$ cat src/rtl/fetch_ibuf_pkg.sv
// rtl/fetch_ibuf_pkg.sv - shared core constants and fetch-entry layout
package fetch_ibuf_pkg;

  localparam int CORE_XLEN = 32;
  localparam int CORE_ILEN = 32;
  localparam logic [CORE_XLEN-1:0] CORE_RESET_PC = 32'h0000_0000;

  // One buffered fetch: the PC travels with its instruction word, PC in the upper bits.
  typedef struct packed {
    logic [CORE_XLEN-1:0] pc;
    logic [CORE_ILEN-1:0] inst;
  } fetch_entry_t;

endpackage

$ cat src/rtl/fetch_ibuf_if.sv
// rtl/fetch_ibuf_if.sv - instruction-memory and decode-side bundle of the fetch stage
interface fetch_ibuf_if import fetch_ibuf_pkg::*; #(
  parameter int XLEN    = CORE_XLEN,
  parameter int IMEM_AW = 8,
  parameter int DEPTH   = 4
) ();
  localparam int CW = $clog2(DEPTH + 1);

  // Suffixes are relative to the fetch stage.
  logic                 imem_req_o;
  logic [IMEM_AW-1:0]   imem_addr_o;
  logic [CORE_ILEN-1:0] imem_inst_i;
  logic                 deq_valid_o;
  logic                 deq_ready_i;
  logic [XLEN-1:0]      deq_pc_o;
  logic [CORE_ILEN-1:0] deq_inst_o;
  logic [CW-1:0]        count_o;

  modport master (
    output imem_req_o, imem_addr_o, deq_valid_o, deq_pc_o, deq_inst_o, count_o,
    input  imem_inst_i, deq_ready_i
  );

  modport slave (
    input  imem_req_o, imem_addr_o, deq_valid_o, deq_pc_o, deq_inst_o, count_o,
    output imem_inst_i, deq_ready_i
  );

endinterface

$ cat src/rtl/fetch_ibuf_sync_fifo.sv
// rtl/fetch_ibuf_sync_fifo.sv - power-of-two synchronous FIFO with flush and occupancy count
module sync_fifo #(
  parameter int WIDTH = 64,
  parameter int DEPTH = 4,
  localparam int AW = $clog2(DEPTH),
  localparam int CW = $clog2(DEPTH + 1)
) (
  input  logic             clk_i,
  input  logic             reset_i,
  input  logic             flush_i,
  input  logic             push_i,
  input  logic [WIDTH-1:0] push_data_i,
  input  logic             pop_i,
  output logic [WIDTH-1:0] head_data_o,
  output logic             valid_o,
  output logic [CW-1:0]    count_o
);

  logic [AW-1:0]    rd_q, rd_d, wr_q, wr_d;
  logic [CW-1:0]    count_q, count_d;
  logic [WIDTH-1:0] mem_q [DEPTH];
  logic [WIDTH-1:0] mem_d [DEPTH];
  logic             pop_ok, push_ok;

  // Pointer/count update; a simultaneous push and pop leaves count unchanged, flush drops everything.
  always_comb begin
    rd_d    = rd_q;
    wr_d    = wr_q;
    count_d = count_q;
    mem_d   = mem_q;
    pop_ok  = pop_i & (count_q != '0);
    push_ok = push_i & ((count_q != CW'(DEPTH)) | pop_ok);
    if (flush_i) begin
      rd_d    = '0;
      wr_d    = '0;
      count_d = '0;
    end else begin
      if (pop_ok) begin
        rd_d = rd_q + AW'(1);
      end
      if (push_ok) begin
        mem_d[wr_q] = push_data_i;
        wr_d        = wr_q + AW'(1);
      end
      count_d = count_q + CW'(push_ok) - CW'(pop_ok);
    end
  end

  // Control state with synchronous reset.
  always_ff @(posedge clk_i) begin
    if (reset_i) begin
      rd_q    <= '0;
      wr_q    <= '0;
      count_q <= '0;
    end else begin
      rd_q    <= rd_d;
      wr_q    <= wr_d;
      count_q <= count_d;
    end
  end

  // Storage needs no reset; entries are only visible through count.
  always_ff @(posedge clk_i) begin
    mem_q <= mem_d;
  end

  assign head_data_o = mem_q[rd_q];
  assign valid_o     = (count_q != '0);
  assign count_o     = count_q;

endmodule

$ cat src/rtl/fetch_ibuf.sv
// rtl/fetch_ibuf.sv - PC generation, credit-based fetch issue and decoupling instruction buffer
module fetch_ibuf import fetch_ibuf_pkg::*; #(
  parameter int              XLEN     = CORE_XLEN,
  parameter int              IMEM_AW  = 8,
  parameter int              DEPTH    = 4,
  parameter logic [XLEN-1:0] RESET_PC = XLEN'(CORE_RESET_PC)
) (
  input  logic            clk_i,
  input  logic            reset_i,
  input  logic            redirect_i,
  input  logic [XLEN-1:0] redirect_pc_i,
  fetch_ibuf_if.master    bus
);

  localparam int CW = $clog2(DEPTH + 1);
  localparam int EW = XLEN + CORE_ILEN;

  logic [XLEN-1:0] pc_q, pc_d;
  logic [XLEN-1:0] inflight_pc_q, inflight_pc_d;
  logic            inflight_q, inflight_d;
  logic            kill_q, kill_d;

  logic [CW-1:0]   count;
  logic            head_valid;
  logic [EW-1:0]   head_data;
  logic            deq_fire;
  logic            req;
  logic            push, pop;
  logic [CW:0]     committed;

  // Issue only when every buffered, in-flight and about-to-leave entry still leaves a free slot.
  always_comb begin
    deq_fire  = head_valid & bus.deq_ready_i;
    committed = {1'b0, count} + (CW+1)'(inflight_q) - (CW+1)'(deq_fire);
    req       = ~reset_i & ~redirect_i & (committed < (CW+1)'(DEPTH));
    push      = inflight_q & ~kill_q & ~redirect_i;
    pop       = deq_fire & ~redirect_i;
  end

  // Next PC / in-flight tracking; a redirect overrides any request and poisons a pending return.
  always_comb begin
    pc_d          = pc_q;
    inflight_pc_d = inflight_pc_q;
    inflight_d    = 1'b0;
    kill_d        = 1'b0;
    if (redirect_i) begin
      pc_d   = redirect_pc_i & ~XLEN'(3);
      kill_d = inflight_q;
    end else if (req) begin
      inflight_pc_d = pc_q;
      inflight_d    = 1'b1;
      pc_d          = pc_q + XLEN'(4);
    end
  end

  // Fetch-control registers.
  always_ff @(posedge clk_i) begin
    if (reset_i) begin
      pc_q          <= RESET_PC;
      inflight_pc_q <= RESET_PC;
      inflight_q    <= 1'b0;
      kill_q        <= 1'b0;
    end else begin
      pc_q          <= pc_d;
      inflight_pc_q <= inflight_pc_d;
      inflight_q    <= inflight_d;
      kill_q        <= kill_d;
    end
  end

  sync_fifo #(
    .WIDTH (EW),
    .DEPTH (DEPTH)
  ) u_buf (
    .clk_i       (clk_i),
    .reset_i     (reset_i),
    .flush_i     (redirect_i),
    .push_i      (push),
    .push_data_i ({inflight_pc_q, bus.imem_inst_i}),
    .pop_i       (pop),
    .head_data_o (head_data),
    .valid_o     (head_valid),
    .count_o     (count)
  );

  assign bus.imem_req_o  = req;
  assign bus.imem_addr_o = pc_q[IMEM_AW+1:2];
  assign bus.deq_valid_o = head_valid;
  assign bus.deq_pc_o    = head_data[EW-1:CORE_ILEN];
  assign bus.deq_inst_o  = head_data[CORE_ILEN-1:0];
  assign bus.count_o     = count;

endmodule

$ cat src/flat_wrapper.sv
// flat-port wrapper written by rule: the top's interface ports become plain ports
module fetch_ibuf_flat import fetch_ibuf_pkg::*;
#(
  parameter int              XLEN     = CORE_XLEN,
  parameter int              IMEM_AW  = 8,
  parameter int              DEPTH    = 4,
  parameter logic [XLEN-1:0] RESET_PC = XLEN'(CORE_RESET_PC)
)
  (clk_i, reset_i, redirect_i, redirect_pc_i, bus_imem_req_o, bus_imem_addr_o, bus_deq_valid_o, bus_deq_pc_o, bus_deq_inst_o, bus_count_o, bus_imem_inst_i, bus_deq_ready_i);
  fetch_ibuf_if #(.XLEN(XLEN), .IMEM_AW(IMEM_AW), .DEPTH(DEPTH)) bus_i ();
  input  logic clk_i;
  input  logic reset_i;
  input  logic redirect_i;
  input  logic [XLEN-1:0] redirect_pc_i;
  output wire logic [$bits(bus_i.imem_req_o)-1:0] bus_imem_req_o;
  output wire logic [$bits(bus_i.imem_addr_o)-1:0] bus_imem_addr_o;
  output wire logic [$bits(bus_i.deq_valid_o)-1:0] bus_deq_valid_o;
  output wire logic [$bits(bus_i.deq_pc_o)-1:0] bus_deq_pc_o;
  output wire logic [$bits(bus_i.deq_inst_o)-1:0] bus_deq_inst_o;
  output wire logic [$bits(bus_i.count_o)-1:0] bus_count_o;
  input wire logic [$bits(bus_i.imem_inst_i)-1:0] bus_imem_inst_i;
  input wire logic [$bits(bus_i.deq_ready_i)-1:0] bus_deq_ready_i;
  assign bus_imem_req_o = bus_i.imem_req_o;
  assign bus_imem_addr_o = bus_i.imem_addr_o;
  assign bus_deq_valid_o = bus_i.deq_valid_o;
  assign bus_deq_pc_o = bus_i.deq_pc_o;
  assign bus_deq_inst_o = bus_i.deq_inst_o;
  assign bus_count_o = bus_i.count_o;
  assign bus_i.imem_inst_i = bus_imem_inst_i;
  assign bus_i.deq_ready_i = bus_deq_ready_i;
  fetch_ibuf #(.XLEN(XLEN), .IMEM_AW(IMEM_AW), .DEPTH(DEPTH), .RESET_PC(RESET_PC)) u_core (.clk_i(clk_i), .reset_i(reset_i), .redirect_i(redirect_i), .redirect_pc_i(redirect_pc_i), .bus(bus_i));
endmodule
$ cat config.mk
export PLATFORM = sky130hd
export DESIGN_NAME = fetch_ibuf_flat
export DESIGN_NICKNAME = d
export VERILOG_FILES = /design/src/rtl/fetch_ibuf_pkg.sv /design/src/rtl/fetch_ibuf_if.sv /design/src/rtl/fetch_ibuf_sync_fifo.sv /design/src/rtl/fetch_ibuf.sv /design/src/flat_wrapper.sv
export SDC_FILE = /design/constraint.sdc
export NUM_CORES = 1
export LEC_CHECK = 0
export ABC_AREA = 1
export ABC_CLOCK_PERIOD_IN_PS = 5120
export CAP_MARGIN = 20
export CORE_ASPECT_RATIO = 1.75
export CORE_MARGIN = 10
export CORE_UTILIZATION = 50
export CTS_BUF_LIST = sky130_fd_sc_hd__clkbuf_8 sky130_fd_sc_hd__clkbuf_16
export DETAILED_ROUTE_END_ITERATION = 16
export PLACE_DENSITY = 0.74
export SKIP_LAST_GASP = 1
export SLEW_MARGIN = 5
export SYNTH_ARGS = -nofsm -noshare
export SYNTH_HDL_FRONTEND = slang
export SYNTH_HIERARCHICAL = 1
export SYNTH_SLANG_ARGS = --single-unit
$ cat constraint.sdc
create_clock -name clk_i -period 5.12 [get_ports clk_i]
set_input_delay 0.768 -clock clk_i [delete_from_list [all_inputs] [get_ports clk_i]]
set_output_delay 0.768 -clock clk_i [all_outputs]
set_load 0.03 [all_outputs]
==> results by group, run 1 <==
Status
  • Status: finished clean

Synth
  • Synth Area in Compound Gates: 0.117
  • Mapped Cells: 1,258
  • Top-count cell post-synth: edfxtp_1
  • Post-synth EDFFs: 256
  • Synth warn: 6
  • Synth cell types: 41
  • Synth Cell Area: 13,600 µm²
  • Combinational family with the most area after synthesis: simple AND/OR/NAND/NOR gates
  • Synth cell count leaders: edfxtp_1 (256), nor2_1 (206), nand2_1 (191)
  • Seq/Total Area, Yosys: 0.666
  • Flops & latches, synth: 325
  • Largest area contributor in the netlist: edfxtp_1
  • Mux cell area share after synthesis: 0
  • XOR/XNOR share of the synthesized area: 0.00129
  • Dominant cells by area after synthesis: edfxtp_1 (56%), dfxtp_1 (10%), nor2_1 (5.7%), nand2_1 (5.3%), o21ai_0 (5.0%)
  • Synth Area per Inst: 10.8 µm²
  • Synth Flop Type: edfxtp_1
  • Post-synth ARST share: 0
  • Post-synthesis simple-gate area fraction: 0.149
  • Post-synthesis adder-cell area fraction: 0.0107
  • Synth top area share: 0.564

Power
  • NetSw: 0.00110 W
  • Overall Power: 0.00543 W
  • Flop pwr share: 0.540
  • Leak pwr: 5.80 nW
  • Worst vdd ir: 0.361 mV
  • Pint: 0.00433 W
  • Net Sw Frac: 0.203
  • Power share of the combinational group: 0.048
  • Power Dens Cells: 335 nW/µm²
  • Clk network pwr share: 0.412

Routing
  • ANT nets after route: 0
  • Routed len/inst: 18.0 µm
  • DR iter-0 viols: 547
  • Routed WL: 31.7 mm
  • DRC errors left: 0
  • TritonRoute pass-1 iters: 5
  • Vias/cell: 5.34
  • DR vias: 9,403

Clock network
  • CTS tree: built
  • Clk_lat worst skew: 0.54 ns
  • # resized after CTS: 0
  • Clock Sinks: 325
  • Hold_buf cts: 0
  • Post CTS Setup Buffer Count: 0
  • Clock root buffer: clkbuf_16
  • Max Buffers Root-to-Sink: 3
  • Reg clk slew, reported paths: 0.07 ns
  • Htree depth: 1
  • CTS buffer count: 28

GRT
  • Pin count of the biggest net entering global routing: 76
  • Vias in the first global route: 9,306
  • Global Route met2 Usage: 0.339
  • Total grt overflow: 0
  • Met3 Use GR: 0.0223
  • Tot GR Track Use: 0.180
  • First-pass GRT wire length: 49.2 mm
  • Initial antenna violation count: 0
  • Grt peak-use layer: met2
  • GR Layer Usage met1: 0.199

Critical path
  • CP Data Arrival Time: 3.34 ns
  • Critical Path Max Stage Delay: 0.76 ns
  • Worst path cell trace: buf_4 > o21ai_0 > o22ai_1 > clkdlybuf4s50_1
  • Top Family by Delay on Critical Path: buffers and inverters
  • Slowest stage cell, crit path: dfxtp_4
  • CP required: 4.35 ns
  • Endpoint type of the worst setup path: output port
  • CP startpoint kind: register
  • Worst Path Max Fanout: 70
  • Worst path buffer plus inverter count: 2
  • Crit path kind: register to output port

Die
  • Die area: 34,500 µm²
  • Die span in x: 145 µm
  • Core region area: 26,800 µm²
  • DIE HEIGHT: 238 µm
  • I/O Pins: 145
  • FP Rows: 79
  • Starting Density: 0.509

Timing
  • RSZ-0062 raised after global routing: no
  • Clock Skew: 0.0175 ns
  • Final Max Tran Viols: 0
  • Worst relative slew slack: 0.308
  • FMAX: 243 MHz
  • Setup-failing EPs final: 0
  • Tcrit/Tclk final: 0.803
  • Period minus WS final: 4.11 ns
  • Final hold violation count: 0
  • Actual slew at the worst max-slew pin: 1.04 ns
  • Setup TNS Final: 0 ns

Finish
  • Design area: 16,200 µm²
  • # fillers: 2,205
  • Diode count: 0
  • Reg area: 9070 µm²
  • Multi-input logic area: 3860 µm²
  • Share of cells above drive strength 1: 0.0702
  • # nets final: 1,454
  • Final core occ: 0.605
  • Synth-to-layout area growth: 19.0%

Place
  • RePlAce Congestion: 0.932
  • # port buffers: 142
  • DP HPWL: 19.9 mm
  • DP Area: 15,200 µm²

Worst hold path
  • Hold WC Path Type: register to register

Run
  • Max-cap violations: 0
-- state kept, by name (all words and copies together) (netlist names) --
register and flops:
u_core/inflight_pc_q 30, u_core/inflight_q 1, u_core/kill_q 1, u_core/pc_q 30, u_core/u_buf/count_o 3, u_core/u_buf/mem_q 256
u_core/u_buf/rd_q 2, u_core/u_buf/wr_q 2
-- layout make-up --
cell class / instances / area share
multi-input cells: 797 / 0.238
clock inverters: 23 / 0.0160
well taps: 364 / 0.0281
clock buffers: 29 / 0.0448
flip-flops and latches: 325 / 0.560
inverters: 69 / 0.0162
repair buffers: 154 / 0.0971
-- final timing paths --
kind | cells past startpoint | startpoint | slack (ns) | endpoint
min | 2 | u_core/inflight_q | 0.49 | u_core/kill_q
max | 4 | u_core/u_buf/rd_q[0] | 1.01 | bus_deq_pc_o[12]
max reg2reg | 17 | u_core/u_buf/count_o[1] | 2.22 | u_core/pc_q[29]
min reg2reg | 2 | u_core/inflight_q | 0.49 | u_core/kill_q
-- cell families after synthesis --
family | Yosys count
xor+xnor | 2
simple gates | 483
compound gates | 293
flops | 325
buf+inv | 143
other cells | 1
fa+ha+maj | 11
-- per-layer routing --
layer | vias up | wire [µm]
li1 | 4618 | -
met1 | 4519 | 12200
met2 | 222 | 17200
met3 | 44 | 1360
met4 | 0 | 845
met5 | - | 0
-- worst min-delay path, delay by kind of cell, from the launching register on --
kind | cells | cell delay, ns
buf+inv | 1 | 0.09
flops | 1 | 0.30
simple gates | 1 | 0.06
-- metrics by stage --
| step | setup WS (ns) | cells | hold slack (ns) |
|---|---|---|---|
| 6_report | 1.01 | 1761 | 0.492 |
| 5_1_grt | 0.795 | 1761 | 0.519 |
| 4_1_cts | 0.931 | 1761 | 0.498 |
| 3_5_place_dp | 1.20 | 1709 | 0.482 |
| 3_3_place_gp | 1.21 | 1709 | 0.467 |
| 2_1_floorplan | 0.137 | 1265 | 0.447 |
-- power groups by stage --
stage | combinational (W) | clock [W] | sequential (W)
6_report | 0.000260 | 0.00224 | 0.00293
5_1_grt | 0.000285 | 0.00237 | 0.00294
3_5_place_dp | 0.000261 | 0 | 0.00299
3_3_place_gp | 0.000256 | 0 | 0.00299
4_1_cts | 0.000263 | 0.00228 | 0.00293
2_1_floorplan | 0.000151 | 0 | 0.00298
-- placed cells by master (no fill, tap or decap), types with 2 or more instances in the layout --
cell type / n
dfxtp_1: 67
buf_12: 5
o21ai_1: 31
nor2_8: 2
o21bai_1: 2
clkbuf_16: 29
nand2_1: 191
a21oi_2: 5
nand2_2: 5
a21oi_1: 48
o22ai_2: 2
nor2_1: 202
nand3_1: 55
o22ai_1: 62
and2_1: 2
nor2_2: 6
xor2_1: 2
nor3_1: 3
buf_4: 7
a22oi_1: 6
edfxtp_1: 256
inv_2: 7
clkdlybuf4s50_1: 142
nand3b_1: 2
clkinv_1: 3
bufinv_16: 6
ha_1: 10
nand2_4: 6
inv_1: 68
clkinv_2: 5
o21ai_0: 136
conb_1: 8
nor2_4: 7
(Power assumes the default switching activity.)
==> run 2: changes to the inputs <==
Settings changed: ABC_CLOCK_PERIOD_IN_PS 5120 to 4050, PLACE_DENSITY 0.74 to 0.71.
Clock period 5.12 ns to 4.05 ns, I/O delays scaled along.
==> results by group, run 2 (same netlist as run 1, synthesis figures left out) <==
Status
  • Status: finished clean

Place
  • # port buffers: 142 (unchanged)
  • DP HPWL: 21.0 mm (+5.4%)
  • RePlAce Congestion: 0.927 (-0.59%)
  • Pre-CTS setup slack: 0.797 ns (-0.400 ns)

Die
  • DIE HEIGHT: 238 µm (unchanged)
  • FP Rows: 79 (unchanged)
  • I/O Pins: 145 (unchanged)
  • Starting Density: 0.509 (unchanged)
  • Die span in x: 145 µm (unchanged)
  • Die area: 34,500 µm² (unchanged)
  • Core region area: 26,800 µm² (unchanged)

Clock network
  • CTS buffer count: 28 (unchanged)
  • Htree depth: 1 (unchanged)
  • CTS tree: built
  • Hold_buf cts: 0 (unchanged)
  • # resized after CTS: 0 (unchanged)
  • Clock Sinks: 325 (unchanged)
  • Max Buffers Root-to-Sink: 3 (unchanged)
  • Clock root buffer: clkbuf_16
  • Post CTS Setup Buffer Count: 0 (unchanged)
  • Clk_lat worst skew: 0.55 ns (about the same)
  • Reg clk slew, reported paths: 0.07 ns (about the same)

GRT
  • Pin count of the biggest net entering global routing: 71 (-6.6%)
  • Tot GR Track Use: 0.182 (+0.00219)
  • Total grt overflow: 0 (unchanged)
  • First-pass GRT wire length: 49.8 mm (+1.3%)
  • Vias in the first global route: 9,396 (+0.97%)
  • Initial antenna violation count: 1 (+1)

Finish
  • Biggest register: u_core/u_buf/mem_q
  • Largest register FFs: 256 (unchanged)
  • Share of cells above drive strength 1: 0.0790 (+0.00885)
  • Synth-to-layout area growth: 19.3%
  • Commonest non-fill, non-tap cells in the layout: edfxtp_1 (256), nor2_1 (202), nand2_1 (191)
  • # nets final: 1,462 (+0.55%)
  • Final core occ: 0.607 (+0.00154)
  • Commonest non-fill, non-tap cell in the layout: edfxtp_1
  • Biggest regs: u_core/u_buf/mem_q (256), u_core/inflight_pc_q (30), u_core/pc_q (30)
  • # fillers: 2,192 (-0.59%)

Power
  • Pint: 0.00529 W (+22%)
  • Leak pwr: 5.83 nW (+0.50%)
  • Worst vdd ir: 0.294 mV (-19%)
  • Net Sw Frac: 0.209 (+0.00548)
  • Power share of the combinational group: 0.050 (+0.002)
  • Power Dens Cells: 412 nW/µm² (+23%)
  • Clk network pwr share: 0.396 (-0.016)
  • Flop pwr share: 0.554 (+0.014)
  • NetSw: 0.00140 W (+26%)

Routing
  • DR vias: 9,457 (+0.57%)
  • Routed len/inst: 18.2 µm (+1.4%)
  • TritonRoute pass-1 iters: 5 (unchanged)
  • DRC errors left: 0 (unchanged)
  • Vias/cell: 5.34 (about the same)
  • ANT nets after route: 0 (unchanged)
  • Routed WL: 32.2 mm (+1.9%)
  • DR iter-0 viols: 437 (-20%)

Timing
  • Final Max Tran Viols: 0 (unchanged)
  • FMAX: 286 MHz
  • Final hold violation count: 0 (unchanged)
  • Worst relative slew slack: 0.489 (+0.180)
  • Period minus WS final: 3.50 ns
  • Setup-failing EPs final: 0 (unchanged)
  • Actual slew at the worst max-slew pin: 0.767 ns (-0.269 ns)
  • Clock Skew: 0.00817 ns (-0.00935 ns)
  • RSZ-0062 raised after global routing: no
  • Tcrit/Tclk final: 0.864
  • Final WS setup: 0.550 ns (-0.460 ns)

Critical path
  • R2R Setup Slk: 1.15 ns (-1.07 ns)
  • Critical Path Max Stage Delay: 0.71 ns (-0.05 ns)
  • Slowest stage cell, crit path: clkdlybuf4s50_1
  • R2R Path Start: u_core/u_buf/count_o[1]
  • CP startpoint kind: register
  • R2R cell count: 17 (unchanged)
  • Endpoint type of the worst setup path: output port
  • Crit path kind: register to output port
  • Worst path cell trace: inv_4 > buf_4 > o21ai_0 > o22ai_1 > clkdlybuf4s50_1
  • CP required: 3.44 ns (-0.91 ns)
  • Top Family by Delay on Critical Path: buffers and inverters
  • Crit. path cell count: 5 (+1)
  • Setup crit start: u_core/u_buf/rd_q[0]
  • Worst Path Max Fanout: 61 (-13%)
  • Reg2reg end: u_core/pc_q[13]
  • CP Data Arrival Time: 2.89 ns (-0.45 ns)
  • Worst setup path endpoint: bus_deq_inst_o[5]
  • Worst path buffer plus inverter count: 3 (+1)

Worst hold path
  • Hold WC Path Type: register to register

Run
  • Max-cap violations: 0 (unchanged)
run 2: worst min path at each step:
stage	startpoint	end	slack [ns]	cells after the start
5_1_grt	u_core/inflight_pc_q[18]	u_core/u_buf/mem_q[114]	0.51	0
4_1_cts	u_core/inflight_q	u_core/kill_q	0.49	2
6_report	u_core/inflight_q	u_core/kill_q	0.48	2
3_5_place_dp	u_core/inflight_pc_q[11]	u_core/u_buf/mem_q[171]	0.48	0
3_3_place_gp	u_core/inflight_pc_q[18]	u_core/u_buf/mem_q[242]	0.47	0
2_1_floorplan	u_core/inflight_q	u_core/kill_q	0.45	2
run 2: cell type report:
cell class	instances	area (µm²)	share of cell area
inverter	69	263	0.0162
timing repair buffer	162	1660	0.102
clock inverter	17	114	0.00701
clock buffer	35	820	0.0504
multi-input combinational	797	3860	0.237
sequential	325	9070	0.558
tap	364	455	0.0280
antenna	1	2.50	0.000154
run 2: metal layers:
| layer | share of wire | global-route usage | up-vias |
|---|---|---|---|
| li1 | - | - | 4618 |
| met1 | 0.38 | 0.201 | 4545 |
| met2 | 0.54 | 0.337 | 234 |
| met3 | 0.050 | 0.0272 | 60 |
| met4 | 0.033 | 0.0750 | 0 |
| met5 | 0 | 0 | - |
run 2: worst register-to-register path: cells and delay by family (launching register included):
| family | cells | cell delay, ns |
|---|---|---|
| buf+inv | 4 | 0.58 |
| flops | 1 | 0.47 |
| compound gates | 1 | 0.07 |
| fa+ha+maj | 2 | 0.41 |
| simple gates | 10 | 1.27 |
run 2: power by group through the flow:
stage	clock network [W]	logic, W	registers [W]
2_1_floorplan	0	0.000191	0.00376
3_3_place_gp	0	0.000328	0.00378
3_5_place_dp	0	0.000333	0.00378
4_1_cts	0.00270	0.000335	0.00371
5_1_grt	0.00282	0.000368	0.00371
6_report	0.00265	0.000335	0.00371
run 2: metrics by stage:
step / power [W] / instance area [µm²] / hold WS (ns) / TNS [ns] / cells
2_1_floorplan: 0.00395 / 13700 / 0.447 / -197.72 / 1265
3_3_place_gp: 0.00410 / 15300 / 0.466 / 0 / 1716
3_5_place_dp: 0.00411 / 15300 / 0.476 / 0 / 1716
4_1_cts: 0.00674 / 16200 / 0.486 / 0 / 1768
5_1_grt: 0.00690 / 16200 / 0.509 / 0 / 1770
6_report: 0.00669 / 16200 / 0.484 / 0 / 1770
==> run 3: changes to the inputs <==
Settings changed: CORE_MARGIN 10 to 5.
==> results by group, run 3 (same netlist as run 1, synthesis figures left out) <==
Status
  • Status: finished clean

Die
  • Die area: 30,800 µm² (-11%)
  • Core region area: 27,100 µm² (+1.3%)
  • Die span in x: 135 µm (-6.9%)
  • FP Rows: 80 (+1.3%)
  • Starting Density: 0.502 (-0.00636)
  • DIE HEIGHT: 228 µm (-4.2%)
  • I/O Pins: 145 (unchanged)

Power
  • Power Dens Cells: 417 nW/µm² (+1.3%)
  • Worst vdd ir: 0.331 mV (+12%)
  • Leak pwr: 5.81 nW (-0.22%)
  • Overall Power: 0.00678 W (+1.3%)

Timing
  • RSZ-0062 raised after global routing: no
  • Setup-failing EPs final: 0 (unchanged)
  • FMAX: 278 MHz (-2.6%)
  • Clock Skew: 0.00660 ns (-0.00156 ns)
  • Worst relative slew slack: 0.430 (-0.0587)
  • Setup TNS Final: 0 ns (unchanged)
  • Final Max Tran Viols: 0 (unchanged)
  • Final hold violation count: 0 (unchanged)
  • Period minus WS final: 3.59 ns (+0.0933 ns)
  • Tcrit/Tclk final: 0.887 (+0.0230)
  • Actual slew at the worst max-slew pin: 0.855 ns (+0.0880 ns)

Finish
  • Layout Cells excl Fill: 1,773 (+0.17%)
  • Biggest regs: u_core/u_buf/mem_q (256), u_core/inflight_pc_q (30), u_core/pc_q (30)
  • Design area: 16,300 µm² (about the same)
  • Share of cells above drive strength 1: 0.0812 (+0.00219)
  • Commonest non-fill, non-tap cells in the layout: edfxtp_1 (256), nor2_1 (202), nand2_1 (191)
  • Diode count: 0 (-1)
  • # fillers: 2,186 (-0.27%)
  • Largest register FFs: 256 (unchanged)
  • # nets final: 1,461 (-0.068%)
  • Commonest non-fill, non-tap cell in the layout: edfxtp_1
  • Synth-to-layout area growth: 19.3% (about the same)
  • Biggest register: u_core/u_buf/mem_q

Clock network
  • Htree depth: 1 (unchanged)
  • Max Buffers Root-to-Sink: 3 (unchanged)
  • Clock Sinks: 325 (unchanged)
  • Clock root buffer: clkbuf_16
  • CTS buffer count: 28 (unchanged)
  • # resized after CTS: 0 (unchanged)
  • Hold_buf cts: 0 (unchanged)
  • Post CTS Setup Buffer Count: 0 (unchanged)
  • CTS tree: built
  • Clk_lat worst skew: 0.55 ns (about the same)
  • Reg clk slew, reported paths: 0.07 ns (about the same)

Place
  • Placed Cells: 1,720 (+0.23%)
  • RePlAce Congestion: 0.947 (+2.2%)
  • DP Area: 15,200 µm² (-0.25%)
  • # port buffers: 142 (unchanged)
  • DP HPWL: 19.9 mm (-5.2%)

Critical path
  • Crit path kind: register to output port
  • Endpoint type of the worst setup path: output port
  • Critical Path Max Stage Delay: 0.73 ns (+0.02 ns)
  • Worst path cell trace: buf_4 > o21ai_0 > o22ai_1 > clkdlybuf4s50_1
  • Worst path buffer plus inverter count: 2 (-1)
  • Top Family by Delay on Critical Path: buffers and inverters
  • Slowest stage cell, crit path: clkdlybuf4s50_1
  • Worst Path Max Fanout: 64 (+4.9%)
  • CP Data Arrival Time: 2.99 ns (+0.10 ns)
  • CP startpoint kind: register
  • CP required: 3.44 ns (about the same)

GRT
  • Pin count of the biggest net entering global routing: 67 (-5.6%)
  • Vias in the first global route: 9,133 (-2.8%)
  • First-pass GRT wire length: 48.6 mm (-2.5%)
  • Initial antenna violation count: 0 (-1)
  • Total grt overflow: 0 (unchanged)
  • Tot GR Track Use: 0.200 (+0.0172)

Worst hold path
  • Hold WC Path Type: register to register

Routing
  • Routed len/inst: 17.6 µm (-3.5%)
  • DR vias: 9,368 (-0.94%)
  • DR iter-0 viols: 543 (+24%)
  • Routed WL: 31.2 mm (-3.3%)
  • TritonRoute pass-1 iters: 5 (unchanged)
  • DRC errors left: 0 (unchanged)
  • Vias/cell: 5.28 (-1.1%)
  • ANT nets after route: 0 (unchanged)

Run
  • Max-cap violations: 0 (unchanged)
-- run 3: cell count changes in the layout (fill, tap and decap cells not counted), moves of 2 or more --
cell / before / now
inv_1: 66 / 62
buf_4: 14 / 16
buf_12: 6 / 3
clkinvlp_4: 0 / 2
clkinv_2: 6 / 8
clkbuf_8: 5 / 3
-- run 3: worst paths after layout --
| kind | start | to | slack (ns) | depth (start not counted) |
|---|---|---|---|---|
| worst max-delay path | u_core/u_buf/rd_q[0] | bus_deq_pc_o[10] | 0.46 | 4 |
| worst min-delay path | u_core/inflight_pc_q[23] | u_core/u_buf/mem_q[183] | 0.50 | 0 |
| worst max register to register | u_core/u_buf/count_o[1] | u_core/pc_q[4] | 1.12 | 17 |
| worst min register to register | u_core/inflight_pc_q[23] | u_core/u_buf/mem_q[183] | 0.50 | 0 |
-- run 3: cell type report --
type | count | area [µm²] | share of cell area
flip-flops and latches | 325 | 9070 | 0.558
well taps | 369 | 462 | 0.0284
repair buffers | 161 | 1620 | 0.0996
multi-input cells | 797 | 3860 | 0.237
inverters | 69 | 263 | 0.0162
clock inverters | 18 | 164 | 0.0101
clock buffers | 34 | 817 | 0.0503
-- run 3: power breakdown --
part	total [W]	leakage, nW	internal (W)	switching (W)
logic	0.000332	2.40	0.000142	0.000190
clock network	0.00274	0.491	0.00157	0.00117
registers	0.00371	2.93	0.00365	0.0000549
total	0.00678	5.81	0.00537	0.00141
-- run 3: per-layer routing --
layer | GRT usage | up-vias | part of all wire | routed length, µm
li1 | - | 4616 | - | -
met1 | 0.227 | 4463 | 0.38 | 11700
met2 | 0.377 | 218 | 0.55 | 17100
met3 | 0.0216 | 71 | 0.040 | 1250
met4 | 0.0774 | 0 | 0.037 | 1150
met5 | 0 | - | 0 | 0
-- run 3: metrics by stage --
step | worst slack, ns | util | hold WS [ns]
final | 0.457 | 0.599 | 0.496
after global routing | 0.241 | 0.599 | 0.524
after CTS | 0.386 | 0.598 | 0.494
after detailed placement | 0.736 | 0.562 | 0.479
after global placement | 0.782 | 0.562 | 0.468
after floorplan | -0.772 | - | 0.447
